`src/rtl/multicycle_controller.sv`:
```
// Multi-cycle sequencing FSM for a 32-bit MIPS-style datapath with a memory-ready timeout.
// Optional performance counters (CycleCnt/InstrCnt) are enabled by defining MULTICYCLE_PERF_CNT_EN.
module multicycle_controller #(
    parameter int MEM_TIMEOUT = 16
`ifdef MULTICYCLE_PERF_CNT_EN
    ,
    parameter int CNT_W = 32
`endif
) (
    input  logic       Clk,
    input  logic       Reset,
    input  logic [5:0] Opcode,
    input  logic [5:0] Funct,
    input  logic       Zero,
    input  logic       MemReady,
    output logic       PCWrite,
    output logic [1:0] PCSrc,
    output logic       IorD,
    output logic       MemRead,
    output logic       MemWrite,
    output logic       IRWrite,
    output logic       RegDst,
    output logic       MemtoReg,
    output logic       RegWrite,
    output logic       ALUSrcA,
    output logic [1:0] ALUSrcB,
    output logic [3:0] ALUOp,
    output logic       shl_sel,
    output logic       shr_sel,
    output logic       Illegal,
    output logic       TimeoutErr,
    output logic [3:0] State
`ifdef MULTICYCLE_PERF_CNT_EN
    ,
    output logic [CNT_W-1:0] CycleCnt,
    output logic [CNT_W-1:0] InstrCnt
`endif
);

    typedef enum logic [3:0] {
        S_FETCH    = 4'd0,
        S_DECODE   = 4'd1,
        S_MEMADR   = 4'd2,
        S_MEMRD    = 4'd3,
        S_MEMWB    = 4'd4,
        S_MEMWR    = 4'd5,
        S_RTYPE_EX = 4'd6,
        S_RTYPE_WB = 4'd7,
        S_BEQ      = 4'd8,
        S_ADDI_EX  = 4'd9,
        S_ADDI_WB  = 4'd10,
        S_JUMP     = 4'd11
    } state_t;

    localparam logic [5:0] OP_RTYPE = 6'b000000;
    localparam logic [5:0] OP_LW    = 6'b100011;
    localparam logic [5:0] OP_SW    = 6'b101011;
    localparam logic [5:0] OP_BEQ   = 6'b000100;
    localparam logic [5:0] OP_ADDI  = 6'b001000;
    localparam logic [5:0] OP_J     = 6'b000010;

    localparam logic [3:0] ALU_ADD = 4'b0000;
    localparam logic [3:0] ALU_SUB = 4'b0001;
    localparam logic [3:0] ALU_AND = 4'b0010;
    localparam logic [3:0] ALU_OR  = 4'b0011;
    localparam logic [3:0] ALU_SLT = 4'b0100;
    localparam logic [3:0] ALU_SLL = 4'b0101;
    localparam logic [3:0] ALU_SRL = 4'b0110;

    localparam int WAIT_W = $clog2(MEM_TIMEOUT + 1);
    localparam logic [WAIT_W-1:0] WAIT_LAST = WAIT_W'(MEM_TIMEOUT - 1);

    state_t            state_r;
    state_t            state_nxt_s;
    logic [WAIT_W-1:0] wait_cnt_r;
    logic              at_limit_s;
    logic              timeout_s;
    logic              illegal_s;
    logic              complete_s;
    logic              mem_wait_s;
    logic              illegal_r;
    logic              timeout_r;
    logic              shift_r;
    logic [3:0]        rtype_op_s;
    logic              rtype_ok_s;
    logic              shift_s;

    logic       pc_write_s;
    logic [1:0] pc_src_s;
    logic       iord_s;
    logic       mem_read_s;
    logic       mem_write_s;
    logic       ir_write_s;
    logic       reg_dst_s;
    logic       mem_to_reg_s;
    logic       reg_write_s;
    logic       alu_src_a_s;
    logic [1:0] alu_src_b_s;
    logic [3:0] alu_op_s;
    logic       shl_sel_s;
    logic       shr_sel_s;

    assign at_limit_s = (wait_cnt_r == WAIT_LAST);

    // R-type funct decode to ALU operation and shift-path selects
    always_comb begin
        rtype_op_s = ALU_ADD;
        rtype_ok_s = 1'b1;
        shift_s    = 1'b0;
        case (Funct)
            6'b100000: rtype_op_s = ALU_ADD;
            6'b100010: rtype_op_s = ALU_SUB;
            6'b100100: rtype_op_s = ALU_AND;
            6'b100101: rtype_op_s = ALU_OR;
            6'b101010: rtype_op_s = ALU_SLT;
            6'b000000: begin
                rtype_op_s = ALU_SLL;
                shift_s    = 1'b1;
            end
            6'b000010: begin
                rtype_op_s = ALU_SRL;
                shift_s    = 1'b1;
            end
            default: rtype_ok_s = 1'b0;
        endcase
    end

    // Next-state logic with abort, timeout and completion detection
    always_comb begin
        state_nxt_s = state_r;
        timeout_s   = 1'b0;
        illegal_s   = 1'b0;
        complete_s  = 1'b0;
        mem_wait_s  = 1'b0;
        case (state_r)
            S_FETCH: begin
                mem_wait_s = 1'b1;
                if (MemReady) begin
                    state_nxt_s = S_DECODE;
                end else if (at_limit_s) begin
                    timeout_s   = 1'b1;
                    state_nxt_s = S_FETCH;
                end else begin
                    state_nxt_s = S_FETCH;
                end
            end
            S_DECODE: begin
                case (Opcode)
                    OP_LW, OP_SW: state_nxt_s = S_MEMADR;
                    OP_RTYPE:     state_nxt_s = S_RTYPE_EX;
                    OP_BEQ:       state_nxt_s = S_BEQ;
                    OP_ADDI:      state_nxt_s = S_ADDI_EX;
                    OP_J:         state_nxt_s = S_JUMP;
                    default: begin
                        illegal_s   = 1'b1;
                        state_nxt_s = S_FETCH;
                    end
                endcase
            end
            S_MEMADR: begin
                if (Opcode == OP_LW) begin
                    state_nxt_s = S_MEMRD;
                end else begin
                    state_nxt_s = S_MEMWR;
                end
            end
            S_MEMRD: begin
                mem_wait_s = 1'b1;
                if (MemReady) begin
                    state_nxt_s = S_MEMWB;
                end else if (at_limit_s) begin
                    timeout_s   = 1'b1;
                    state_nxt_s = S_FETCH;
                end else begin
                    state_nxt_s = S_MEMRD;
                end
            end
            S_MEMWB: begin
                complete_s  = 1'b1;
                state_nxt_s = S_FETCH;
            end
            S_MEMWR: begin
                mem_wait_s = 1'b1;
                if (MemReady) begin
                    complete_s  = 1'b1;
                    state_nxt_s = S_FETCH;
                end else if (at_limit_s) begin
                    timeout_s   = 1'b1;
                    state_nxt_s = S_FETCH;
                end else begin
                    state_nxt_s = S_MEMWR;
                end
            end
            S_RTYPE_EX: begin
                if (rtype_ok_s) begin
                    state_nxt_s = S_RTYPE_WB;
                end else begin
                    illegal_s   = 1'b1;
                    state_nxt_s = S_FETCH;
                end
            end
            S_RTYPE_WB, S_BEQ, S_ADDI_WB, S_JUMP: begin
                complete_s  = 1'b1;
                state_nxt_s = S_FETCH;
            end
            S_ADDI_EX: state_nxt_s = S_ADDI_WB;
            default:   state_nxt_s = S_FETCH;
        endcase
    end

    // State register
    always_ff @(posedge Clk or negedge Reset) begin
        if (!Reset) begin
            state_r <= S_FETCH;
        end else begin
            state_r <= state_nxt_s;
        end
    end

    // Memory wait counter: restarts on every state change and on a fetch retry
    always_ff @(posedge Clk or negedge Reset) begin
        if (!Reset) begin
            wait_cnt_r <= '0;
        end else if ((state_nxt_s != state_r) || timeout_s) begin
            wait_cnt_r <= '0;
        end else if (mem_wait_s && !MemReady) begin
            wait_cnt_r <= wait_cnt_r + 1'b1;
        end else begin
            wait_cnt_r <= wait_cnt_r;
        end
    end

    // Error pulses, and shift selects carried from execute into writeback
    always_ff @(posedge Clk or negedge Reset) begin
        if (!Reset) begin
            illegal_r <= 1'b0;
            timeout_r <= 1'b0;
            shift_r   <= 1'b0;
        end else begin
            illegal_r <= illegal_s;
            timeout_r <= timeout_s;
            if (state_r == S_RTYPE_EX) begin
                shift_r <= shift_s;
            end else begin
                shift_r <= shift_r;
            end
        end
    end

    // Moore control decode; only fetch and beq look at inputs
    always_comb begin
        pc_write_s   = 1'b0;
        pc_src_s     = 2'b00;
        iord_s       = 1'b0;
        mem_read_s   = 1'b0;
        mem_write_s  = 1'b0;
        ir_write_s   = 1'b0;
        reg_dst_s    = 1'b0;
        mem_to_reg_s = 1'b0;
        reg_write_s  = 1'b0;
        alu_src_a_s  = 1'b0;
        alu_src_b_s  = 2'b00;
        alu_op_s     = ALU_ADD;
        shl_sel_s    = 1'b0;
        shr_sel_s    = 1'b0;
        case (state_r)
            S_FETCH: begin
                mem_read_s  = 1'b1;
                alu_src_b_s = 2'b01;
                pc_write_s  = MemReady;
                ir_write_s  = MemReady;
            end
            S_DECODE: alu_src_b_s = 2'b11;
            S_MEMADR: begin
                alu_src_a_s = 1'b1;
                alu_src_b_s = 2'b10;
            end
            S_MEMRD: begin
                mem_read_s = 1'b1;
                iord_s     = 1'b1;
            end
            S_MEMWB: begin
                reg_write_s  = 1'b1;
                mem_to_reg_s = 1'b1;
            end
            S_MEMWR: begin
                mem_write_s = 1'b1;
                iord_s      = 1'b1;
            end
            S_RTYPE_EX: begin
                alu_src_a_s = 1'b1;
                alu_op_s    = rtype_op_s;
                shl_sel_s   = shift_s;
                shr_sel_s   = shift_s;
            end
            S_RTYPE_WB: begin
                reg_dst_s   = 1'b1;
                reg_write_s = 1'b1;
                shl_sel_s   = shift_r;
                shr_sel_s   = shift_r;
            end
            S_BEQ: begin
                alu_src_a_s = 1'b1;
                alu_op_s    = ALU_SUB;
                pc_src_s    = 2'b01;
                pc_write_s  = Zero;
            end
            S_ADDI_EX: begin
                alu_src_a_s = 1'b1;
                alu_src_b_s = 2'b10;
            end
            S_ADDI_WB: reg_write_s = 1'b1;
            S_JUMP: begin
                pc_src_s   = 2'b10;
                pc_write_s = 1'b1;
            end
            default: pc_write_s = 1'b0;
        endcase
    end

    // Outputs are forced low while reset is held so no write leaks during an abort
    always_comb begin
        PCWrite    = Reset & pc_write_s;
        PCSrc      = Reset ? pc_src_s : 2'b00;
        IorD       = Reset & iord_s;
        MemRead    = Reset & mem_read_s;
        MemWrite   = Reset & mem_write_s;
        IRWrite    = Reset & ir_write_s;
        RegDst     = Reset & reg_dst_s;
        MemtoReg   = Reset & mem_to_reg_s;
        RegWrite   = Reset & reg_write_s;
        ALUSrcA    = Reset & alu_src_a_s;
        ALUSrcB    = Reset ? alu_src_b_s : 2'b00;
        ALUOp      = Reset ? alu_op_s : 4'b0000;
        shl_sel    = Reset & shl_sel_s;
        shr_sel    = Reset & shr_sel_s;
        Illegal    = Reset & illegal_r;
        TimeoutErr = Reset & timeout_r;
    end

    assign State = state_r;

`ifdef MULTICYCLE_PERF_CNT_EN
    // Performance counters; aborted instructions never reach a completing state
    always_ff @(posedge Clk or negedge Reset) begin
        if (!Reset) begin
            CycleCnt <= '0;
            InstrCnt <= '0;
        end else begin
            CycleCnt <= CycleCnt + 1'b1;
            if (complete_s) begin
                InstrCnt <= InstrCnt + 1'b1;
            end else begin
                InstrCnt <= InstrCnt;
            end
        end
    end
`endif

endmodule

```
`config.mk`:
```
export PLATFORM = sky130hd
export DESIGN_NAME = multicycle_controller
export DESIGN_NICKNAME = d
export VERILOG_FILES = /design/src/rtl/multicycle_controller.sv
export SDC_FILE = /design/constraint.sdc
export NUM_CORES = 1
export LEC_CHECK = 0
export BUFFER_PORTS_ARGS = -buffer_cell sky130_fd_sc_hd__buf_2
export CAP_MARGIN = 10
export CORE_MARGIN = 3
export CORE_UTILIZATION = 45
export CTS_BUF_LIST = sky130_fd_sc_hd__clkbuf_8
export DETAILED_ROUTE_END_ITERATION = 8
export PLACE_DENSITY_LB_ADDON = 0.08
export SLEW_MARGIN = 5
export SYNTH_ARGS = -nofsm -noshare
export SYNTH_HDL_FRONTEND = slang
export SYNTH_SLANG_ARGS = --single-unit
```
`constraint.sdc`:
```
create_clock -name Clk -period 2.75 [get_ports Clk]
set_input_delay 0.275 -clock Clk [delete_from_list [all_inputs] [get_ports Clk]]
set_output_delay 0.275 -clock Clk [all_outputs]
set_load 0.01 [all_outputs]
```
# ---- Word-level counts from Yosys, hierarchy flattened
# Cells that the tools add are included.
dict set report totals {
  mem_bits_ro 0
  latchBits 0
  elab_cells 96
  out_inout_bits 25
  ramBits 0
  n_memories 0
  input_bits 16
  reg_bits 12
}
dict set report op_classes {
  muxes 37
  n_div 0
  n_addsub 1
  n_reduce_logical 17
  bitwise 12
  n_shift 0
  eq_ne 24
  n_mul 0
  n_lt_le_gt_ge 0
}
# operator count
set ops {}
lappend ops {{6-bit == test (second input constant)} 7}
lappend ops {{4-bit one-hot mux with 7 select lines} 1}
lappend ops {{4-bit one-hot mux with 5 select lines} 1}
lappend ops {{3-bit one-hot mux with 6 select lines} 1}
lappend ops {{1-bit 2-to-1 mux} 17}
lappend ops {{4-bit by 3-bit == test with 1-bit output (second input constant)} 4}
lappend ops {{4-bit == test (second input constant)} 4}
lappend ops {{3-bit 2-to-1 mux} 5}
lappend ops {{1-bit bitwise AND} 12}
lappend ops {{6-bit by 2-bit == test with 1-bit output (second input constant)} 2}
lappend ops {{6-bit logical NOT} 2}
lappend ops {{5-bit 2-to-1 mux} 2}
lappend ops {{2-bit OR reduction} 5}
lappend ops {{4-bit by 2-bit == test with 1-bit output (second input constant)} 2}
lappend ops {{4-bit one-hot mux with 2 select lines} 1}
lappend ops {{7-bit OR reduction} 1}
lappend ops {{6-bit by 3-bit == test with 1-bit output (second input constant)} 1}
lappend ops {{6-bit by 4-bit == test with 1-bit output (second input constant)} 1}
lappend ops {{2-bit 2-to-1 mux} 3}
lappend ops {{2-bit one-hot mux with 3 select lines} 1}
lappend ops {{3-bit OR reduction} 2}
lappend ops {{6-bit OR reduction} 1}
lappend ops {{5-bit by 1-bit adder with 5-bit output (second input constant)} 1}
lappend ops {{5-bit by 4-bit == test with 1-bit output (second input constant)} 1}
lappend ops {{12 further kinds} 13}

# ---- Logic depth before layout (Yosys ltp)
# Gate-level depths: netlist of the first run.
dict set report depth {
  depth_word 8
  depth_mapped 8
  mapped_depth_nobuf 8
}

# ---- Worst setup path after synthesis of the first run
# Ideal clock, no wire load.
dict set report synth_timing {
  path_kind {reg2reg}
  start {register wait_cnt_r[0]}
  end {register wait_cnt_r[4]}
  path_buffers 0
  setup_time_ns 0.087
  period_less_slack_ns 2.063
  path_stages_with_launch 9
  arrival_ns 1.976
  required_time_ns 2.663
  path_slack_ns 0.687
  path_cell_list {dfrtp_1 ha_1 and3_1 ha_1 nor4b_1 a32oi_1 nand4_4 nand4_4 a211oi_2}
}
dict set report synth_between {
  elab_chain_cells 7
  elab_cells_between_ends 15
  classes_between {add/sub: 1; eq/ne: 2; mux: 10; reduce/logical: 2}
}
# element line
set synth_rtl {}
lappend synth_rtl {{from (decl)} 75} ;# logic [WAIT_W-1:0] wait_cnt_r;
lappend synth_rtl {{from (signal assigned)} 227} ;# wait_cnt_r <= wait_cnt_r + 1'b1;
lappend synth_rtl {{from (signal assigned)} 229} ;# wait_cnt_r <= wait_cnt_r;
lappend synth_rtl {{5-bit by 4-bit == test with 1-bit output} 103} ;# assign at_limit_s = (wait_cnt_r == WAIT_LAST);
lappend synth_rtl {{3-bit 2-to-1 mux / 2-bit 2-to-1 mux (equally long branches)} {187, 171}}
lappend synth_rtl {{3-bit 2-to-1 mux, on equally long branches} {184, 169}}
lappend synth_rtl {{4-bit one-hot mux with 7 select lines} 135} ;# case (state_r)
lappend synth_rtl {{4-bit inequality test} 224} ;# end else if ((state_nxt_s != state_r) || timeout_s) begin
lappend synth_rtl {{1-bit logical OR} 224}
lappend synth_rtl {{5-bit 2-to-1 mux / 2-bit nonzero test (equally long branches)} --}
# Several ways; a longest one is shown, not always the timed one. The select of a mux whose other input is x is not followed.
# A chain may end at the register's enable or synchronous reset.

# ---- Worst setup path after layout of the first run
dict set report layout_timing {
  start {register state_r[0], in the netlist State[0]}
  end {output ALUOp[2]}
}
dict set report layout_between {
  elab_chain_cells 3
  elab_cells_between_ends 4
  classes_between {eq/ne: 2; mux: 2}
}
# element line
set layout_rtl {}
lappend layout_rtl {{from (decl)} 73} ;# state_t state_r;
lappend layout_rtl {{from (signal assigned)} 216} ;# state_r <= state_nxt_s;
lappend layout_rtl {{4-bit == test / 4-bit by 3-bit == test with 1-bit output (equally long branches)} --}
lappend layout_rtl {{4-bit one-hot mux with 2 select lines (*)} 266} ;# case (state_r)
lappend layout_rtl {{4-bit 2-to-1 mux (*)} 334} ;# ALUOp = Reset ? alu_op_s : 4'b0000;
lappend layout_rtl {{to (decl)} 27} ;# output logic [3:0] ALUOp,
# Every way passes the cells marked *; elsewhere a longest branch is shown, timed or not.

==> impl_metrics.toml, run 1 <==
[outcome]
status = "completed"

[clock_tree]
clkTransAtPathRegs_ns = 0.05
cts_buffers = 3
clock_latency_ns = 0.24
cts_htree_levels = 1
cts_tree = "yes"
root_buffer = "clkbuf_8"
cts_buffer_depth = 2
clock_sink_count = 12

[final_layout]
multi_input_area_um2 = 840
postLayoutCoreUtil = 0.580
regArea_um2 = 300
area_delta_synth_final_pct = 19.6
fin_nets = 211
post_route_cells_drive_above_1_share = 0.292
num_antenna_cells = 0
nFillCells = 257

[yosys]
synth_area_leaders = "dfrtp_1 (24%), nor2_1 (6.4%), nand2_1 (5.2%)"
ys_warn_count = 0
synthMuxAreaShare = 0.00811
synth_simple_gate_area_share = 0.397
synth-compound-area-share = 0.196
synth_area_per_cell_um2 = 7.81
yosysSeqAreaShare = 0.243
synth_most_common_cell = "nor2_1"
synth_edf_count = 0
synth_xor_area_frac = 0.0568
syn_area_mm2 = 0.00123
yosys.area_share.adder = 0.0203
synth.distinct_cells = 48
syn-num-nets = 176
async_reset_ff_frac = 1.00
synth_top_area_frac = 0.243
syn_inst = 158
synth_common_cells = "nor2_1 (21), nand2_1 (17), dfrtp_1 (12), o21ai_0 (8)"
post-synth-top-area-cell = "dfrtp_1"
synth_flop_cell = "dfrtp_1"
ys_seq_elements = 12
synth_top_family_by_area = "simple AND/OR/NAND/NOR gates"

[die]
num_rows = 18
initial_core_util = 0.485
core-area_mm2 = 0.00254
fp.dieW_um = 58.4
die_y_um = 58.4
io_pins = 41
die_area_mm2 = 0.00341

[sta]
final-setup-viol-count = 0
finalCritPeriodShare = 0.884
final_max_slew_viol_count = 0
rsz0062_at_grt = "false"
fin_setup_tns_ns = 0
fin_crit_ns = 2.43
relSlewSlack = 0.527
fmax_mhz = 411
hold_viol = 0
fin_worst_skew_ns = 0.000557
tightest_slew_ns = 0.710

[global_routing]
grt_pass1_vias = 1104
grt_max_degree = 24
grt_antenna_before_repair = 0
grt_usage = 0.194
grt.overflow.total = 0
grt_pass1_wl_um = 5140

[placement]
portBuffers = 39
place.gp.congestion = 0.809
hpwl_um = 2390

[detailed_routing]
highest_layer = "met4"
wl_met2_um = 1460
drt-met1-wl_um = 1400
via_per_inst = 5.82
wl_per_cell_um = 14.2
initialDrtViolationCount = 101
routed_wl_um = 3150
drt_first_pass_iters = 4
vias = 1291
route.met3.wl_um = 269
ant_nets = 0
drcViolationCount = 0

[power_and_ir_drop]
ir_worst_vdd_uv = 514
p_sw_frac = 0.363
p_int_mw = 0.438
power.density_mw_per_mm2 = 466
leakage_nw = 0.728
seqPwrFrac = 0.349
p_clk_frac = 0.286
power.net_switching_mw = 0.249
pwr-share-comb = 0.365

[worst_setup_path]
worstSetupEndpointType = "output port"
criticalPathCategory = "register to output port"
rr_startpoint = "wait_cnt_r[0]"
worstPathRequired_ns = 2.48
start_kind = "register"
startpoint = "State[0]"
arrival_ns = 2.16
worstPathMaxFanout = 21

[hold_path]
hold_path_class = "input pin to register"
min-delay-start = "Funct[4]"

[flow_run]
maxCapViolations = 0
## critical path: stages, from the launching register on
cell and delay (ns):
dfrtp_1 0.64, nor3b_2 0.41, nor3b_2 0.29, nand2_1 0.11, nor4b_1 0.28, buf_2 0.18
## cell usage in the layout, fill, tap and decap left out, drive strengths merged, types with 3 or more instances in the layout
cell / count
o21ai: 8
nand4: 4
clkbuf: 4
o211a: 3
nand2: 18
inv: 8
nor2: 21
a22oi: 3
nor3: 7
buf: 40
nor3b: 3
a21oi: 7
xor2: 5
nor2b: 4
nor4b: 5
dfrtp: 12
nand3: 7
xnor2: 3
and2: 4
## registers in the layout, indices dropped and copies added (netlist names)
name,cells
State,4
illegal_r,1
wait_cnt_r,5
timeout_r,1
shift_r,1
## per-layer routing
| layer | GRT usage | vias up |
|---|---|---|
| met2 | 0.319 | 47 |
| met3 | 0.0526 | 5 |
| met4 | 0.0397 | 0 |
| li1 | - | 629 |
| met1 | 0.254 | 610 |
| met5 | 0 | - |
## power by group through the flow
stage / clock (mW) / combinational [mW] / sequential (mW)
finish: 0.197 / 0.250 / 0.240
global route: 0.206 / 0.280 / 0.244
CTS: 0.199 / 0.252 / 0.240
detailed placement: 0 / 0.250 / 0.242
global placement: 0 / 0.244 / 0.241
floorplan: 0 / 0.205 / 0.221
## final timing paths
path | slack, ns | end | cells past startpoint
worst max-delay path | 0.32 | ALUOp[2] | 5
worst min-delay path | 0.34 | shift_r | 4
worst min register to register | 0.48 | shift_r | 2
min in group asynchronous | 0.53 | State[2] | 2
max in group asynchronous | 1.91 | wait_cnt_r[1] | 2
worst max register to register | 0.47 | wait_cnt_r[4] | 8
## per-stage QoR
| stage | hold WS (ns) | area [um2] | worst slack, ns | cells | power [mW] |
|---|---|---|---|---|---|
| finish | 0.342 | 1480 | 0.320 | 222 | 0.687 |
| global placement | 0.234 | 1410 | 0.554 | 217 | 0.485 |
| floorplan | -0.0206 | 1230 | 0.687 | 158 | 0.426 |
| detailed placement | 0.241 | 1410 | 0.474 | 217 | 0.493 |
| global route | 0.370 | 1480 | 0.148 | 222 | 0.730 |
| CTS | 0.345 | 1480 | 0.346 | 222 | 0.691 |
## what timing repair did
action | 4_1_cts | 5_1_grt
hold endpoints to repair | 12 | 0
gates resized for setup | 0 | 0
hold buffers | 1 | 0
buffers inserted | 0 | 0
## kinds of logic after synthesis
| family | count (synthesis) |
|---|---|
| buf+inv | 19 |
| flops | 12 |
| mux | 1 |
| xor+xnor | 8 |
| compound gates | 34 |
| fa+ha+maj | 2 |
| other cells | 1 |
| simple gates | 81 |
## layout make-up
class                           instances  area share
Multi-Input combinational cell        127       0.569
Sequential cell                        12       0.204
Timing Repair Buffer                   41       0.144
Clock buffer                            4      0.0373
Tap cell                               30      0.0254
Inverter                                8      0.0204
No activity file was read; power rests on OpenSTA's default activity.
==> run 2: changes to the inputs <==
--- a/config.mk
+++ b/config.mk
@@ -5,6 +5,7 @@
 export SDC_FILE = /design/constraint.sdc
 export NUM_CORES = 1
 export LEC_CHECK = 0
+export ABC_AREA = 1
 export BUFFER_PORTS_ARGS = -buffer_cell sky130_fd_sc_hd__buf_2
 export CAP_MARGIN = 10
 export CORE_MARGIN = 3
==> impl_metrics.toml, run 2 <==
[clock_tree]
clkTransAtPathRegs_ns = 0.05
clock_sink_count = 12
cts_resized = 0
cts_buffers = 3
clock_latency_ns = 0.24
cts_tree = "yes"
cts_setup_buffers = 0
root_buffer = "clkbuf_8"
cts_buffer_depth = 2
ctsHoldBuffers = 1
cts_htree_levels = 1

[die]
num_rows = 17
io_pins = 41
core-area_mm2 = 0.00232
initial_core_util = 0.500
die_area_mm2 = 0.00322
die_y_um = 56.7
fp.dieW_um = 56.7

[yosys]
syn-num-nets = 205
ys_seq_elements = 12
synth_area_leaders = "dfrtp_1 (26%), nand2_1 (11%), nor2_1 (10%)"
synth_area_per_cell_um2 = 6.20
post-synth-top-area-cell = "dfrtp_1"
yosysSeqAreaShare = 0.259
synth_most_common_cell = "nand2_1"
ys_warn_count = 0
synth_top_area_frac = 0.259
async_reset_ff_frac = 1.00
syn_inst = 187
synth_edf_count = 0
syn_area_mm2 = 0.00116
synth_common_cells = "nand2_1 (35), nor2_1 (31), inv_1 (22), nand3_1 (19), dfrtp_1 (12)"
synth_flop_cell = "dfrtp_1"
synth.distinct_cells = 28

[power_and_ir_drop]
power.density_mw_per_mm2 = 441
leakage_nw = 0.893
ir_worst_vdd_uv = 636

[placement]
dpl.cell_count = 252
place.gp.congestion = 1.03
portBuffers = 39
hpwl_um = 2470

[worst_setup_path]
cp_slowest_stage_delay_ns = 0.52
cp.buffers_inverters = 4
cp_cell_sequence = "dlygate4sd3_1 > buf_2 > inv_1 > nor4_1 > a21oi_1 > o21ai_0 > buf_2"
arrival_ns = 1.94
critPathTopFamily = "buffers and inverters"
criticalPathCategory = "input pin to output port"
start_kind = "input pin"
cpMostUsedCell = "buf_2"
worstSetupEndpointType = "output port"
worstPathMaxFanout = 16
worstPathRequired_ns = 2.48
crit_slowest_cell = "dlygate4sd3_1"

[sta]
finalCritPeriodShare = 0.804
fin_worst_skew_ns = 0.000950
final_max_slew_viol_count = 0
fin_crit_ns = 2.21
tightest_slew_ns = 0.514
relSlewSlack = 0.654
rsz0062_at_grt = "false"
final-setup-viol-count = 0
fmax_mhz = 452
holdWs_ns = 0.468
fin_setup_tns_ns = 0
hold_viol = 0

[global_routing]
grt_antenna_before_repair = 0
grt.overflow.total = 0
grt_max_degree = 17
grt_usage = 0.202
grt_pass1_wl_um = 5220
grt_pass1_vias = 1255

[flow_run]
maxCapViolations = 0

[hold_path]
hold_path_class = "register to register"

[detailed_routing]
initialDrtViolationCount = 41
vias = 1317
via_per_inst = 5.12
drt_first_pass_iters = 5
ant_nets = 0
routed_wl_um = 2940
drcViolationCount = 0
wl_per_cell_um = 11.4

[outcome]
status = "completed"

[final_layout]
num_antenna_cells = 0
post_route_cells_drive_above_1_share = 0.314
layout_commonest_cell = "buf_2"
postLayoutCoreUtil = 0.622
fin_nets = 248
nFillCells = 233
largest_reg_flops = 5
layout.cells.non_filler = 257
area_delta_synth_final_pct = 24.5
mostFrequentLayoutCells = "buf_2 (39), nand2_1 (35), nor2_1 (31)"
largest_register = "wait_cnt_r"
## run 2: changes by cell type in the layout (fill, tap and decap cells not counted), moves of 7 or more
cell / previous run / this run
nor2_1: 21 / 31
nand3_1: 7 / 19
nor2_2: 0 / 7
inv_2: 1 / 11
inv_1: 7 / 22
nand2_1: 17 / 35
## run 2: path summary, 6_finish.rpt
path,startpoint,to,slack [ns],cells past startpoint
min,shift_r,shift_r,0.47,2
max,Reset,PCWrite,0.54,7
min in group asynchronous,Reset,State[3],0.51,3
max in group asynchronous,Reset,shift_r,2.08,3
max reg2reg,wait_cnt_r[0],wait_cnt_r[3],0.74,14
min reg2reg,shift_r,shift_r,0.47,2
## run 2: worst reg2reg max path, stage by stage, from the launching register on
cell	delay [ns]
dfrtp_1	0.40
ha_1	0.24
and3_1	0.19
ha_1	0.18
nor2_1	0.15
nand3_1	0.11
nand2_1	0.08
nor2_1	0.04
nand2_1	0.07
inv_2	0.04
nand3_1	0.07
nand2_1	0.06
nor2_2	0.09
nand3_2	0.11
nor2_1	0.11
## run 2: through the flow
step                      worst slack, ns  area (um2)  power (mW)
after floorplan                     0.898        1160       0.372
after global placement              0.811        1380       0.440
after detailed placement            0.742        1380       0.447
after CTS                           0.549        1440       0.642
after global routing                0.411        1440       0.690
final                               0.539        1440       0.636
## run 2: final cells by class
cell class,instances,area (um2),share of cell area
Clock buffer,4,55.1,0.0382
Inverter,33,124,0.0859
Multi-Input combinational cell,139,716,0.496
Sequential cell,12,300,0.208
Tap cell,28,35.0,0.0243
Timing Repair Buffer,41,213,0.147
## run 2: logic make-up (layout without fill, tap and decap cells)
logic type / after synthesis / count (layout) / synth area share
DFF: 12 / 12 / 0.259
buffers and inverters: 36 / 78 / 0.123
xor gates and xnor gates: 2 / 2 / 0.0151
other: 1 / 1 / 0.00324
and+or+nand+nor: 116 / 116 / 0.491
AOI/OAI and AO/OA: 18 / 18 / 0.0864
adders and majority gates: 2 / 2 / 0.0216
## run 2: report_power, final
group	internal [mW]	switching, mW
Clock	0.126	0.0640
Sequential	0.202	0.0255
Combinational	0.0787	0.139
Total	0.407	0.229
## run 2: metal layers
| metal | vias up | GRT usage | routed length (um) |
|---|---|---|---|
| li1 | 683 | - | - |
| met1 | 597 | 0.254 | 1350 |
| met2 | 37 | 0.347 | 1450 |
| met3 | 0 | 0.0506 | 141 |
| met4 | 0 | 0.0430 | 0 |
| met5 | - | 0 | 0 |
==> run 3: changes to the inputs <==
==> constraint.sdc (replaced) <==
create_clock -name Clk -period 2.25 [get_ports Clk]
set_input_delay 0.225 -clock Clk [delete_from_list [all_inputs] [get_ports Clk]]
set_output_delay 0.225 -clock Clk [all_outputs]
set_load 0.01 [all_outputs]
==> impl_metrics.toml, run 3 (synthesis gave the netlist of run 2 again) <==
[worst_setup_path]
rr_startpoint = "wait_cnt_r[0]"
cp_cell_sequence = "ha_1 > and3_1 > ha_1 > nor2_1 > nand3_1 > nand2_1 > nor2_1 > nand2_1 > inv_2 > nand3_1 > nand2_1 > nor2_2 > nand3_2 > nor2_1"
cp_slowest_stage_delay_ns = 0.40
worstPathMaxFanout = 5
critPathTopFamily = "simple AND/OR/NAND/NOR gates"
startpoint = "wait_cnt_r[0]"
cp.buffers_inverters = 1
worstSetupEndpointType = "register"
worstPathRequired_ns = 2.43
criticalPathCategory = "register to register"
arrival_ns = 2.18
start_kind = "register"
crit_slowest_cell = "dfrtp_1"

[sta]
fmax_mhz = 499
fin_worst_skew_ns = 0.00157
fin_setup_tns_ns = 0
final-setup-viol-count = 0
rsz0062_at_grt = "false"
final_max_slew_viol_count = 0
relSlewSlack = 0.664
fin_crit_ns = 2.00
tightest_slew_ns = 0.503
finalCritPeriodShare = 0.891
hold_viol = 0

[detailed_routing]
ant_nets = 0
drt_first_pass_iters = 4
drcViolationCount = 0
initialDrtViolationCount = 33
via_per_inst = 5.11
routed_wl_um = 3020
wl_per_cell_um = 11.7
vias = 1313

[placement]
hpwl_um = 2430
place.gp.congestion = 1.00
portBuffers = 39

[hold_path]
min-delay-start = "MemReady"
hold_path_class = "input pin to register"

[final_layout]
mostFrequentLayoutCells = "buf_2 (39), nand2_1 (35), nor2_1 (31)"
layout_commonest_cell = "buf_2"
largest_register = "wait_cnt_r"
post_route_cells_drive_above_1_share = 0.319
num_antenna_cells = 0
fin_nets = 248
area_delta_synth_final_pct = 25.1
largest_reg_flops = 5
postLayoutCoreUtil = 0.625

[power_and_ir_drop]
ir_worst_vdd_uv = 396
power.density_mw_per_mm2 = 538
finalPower_mw = 0.779
leakage_nw = 0.893

[clock_tree]
clock_sink_count = 12
cts_htree_levels = 1
clock_latency_ns = 0.25
root_buffer = "clkbuf_8"
cts_buffers = 3
cts_tree = "yes"
cts_buffer_depth = 2
clkTransAtPathRegs_ns = 0.05

[die]
io_pins = 41
core-area_mm2 = 0.00232
die_y_um = 56.7
fp.dieW_um = 56.7
initial_core_util = 0.500
num_rows = 17
die_area_mm2 = 0.00322

[global_routing]
grt_pass1_vias = 1187
grt_pass1_wl_um = 5030
grt.overflow.total = 0
grt_max_degree = 17
grt_antenna_before_repair = 0
grt_usage = 0.198

[flow_run]
maxCapViolations = 0

[outcome]
status = "completed"
-- run 3: final timing paths --
check,to,slack [ns],depth (start not counted)
setup / recovery,wait_cnt_r[2],0.25,14
hold / removal,timeout_r,0.42,6
setup reg to reg,wait_cnt_r[2],0.25,14
hold reg to reg,wait_cnt_r[0],0.47,1
max in group asynchronous,illegal_r,1.62,3
min in group asynchronous,timeout_r,0.46,3
-- run 3: per-stage QoR --
step	hold WS, ns	setup WS [ns]	cells	instance area (um2)
after global routing	0.481	0.00923	257	1450
final	0.421	0.246	257	1450
after global placement	0.180	0.307	252	1380
after floorplan	-0.0706	0.418	187	1160
after CTS	0.408	0.122	257	1440
after detailed placement	0.192	0.254	252	1380
-- run 3: layout make-up --
cell class / count / area, um2
multi-input cells: 139 / 722
fillers: 248 / 870
clock buffers: 4 / 55.1
repair buffers: 41 / 213
inverters: 33 / 124
well taps: 28 / 35.0
flip-flops and latches: 12 / 300
-- run 3: tightest hold or removal path: stages --
cell and delay (ns):
buf_2 0.12, inv_1 0.04, nand2_1 0.07, inv_2 0.04, nand2_1 0.08, inv_1 0.06
-- run 3: per-layer routing --
metal / part of all wire / wire length (um) / vias to the layer above / global-route usage
met5: 0 / 0 / - / 0
met4: 0.013 / 39 / 0 / 0.0695
met3: 0.069 / 209 / 4 / 0.0552
met2: 0.47 / 1420 / 42 / 0.327
met1: 0.45 / 1350 / 579 / 0.246
li1: - / - / 688 / -
-- run 3: what timing repair did --
item,in CTS,in global routing
hold buffers,1,0
endpoints found under the setup margin,0,1
gates resized for setup,0,1
setup buffers,0,0
hold endpoints to repair,12,0
-- run 3: where the power goes --
part	internal (mW)	leakage [nW]	switching [mW]
Clock	0.155	0.0288	0.0821
Sequential	0.247	0.157	0.0302
Combinational	0.0971	0.707	0.168
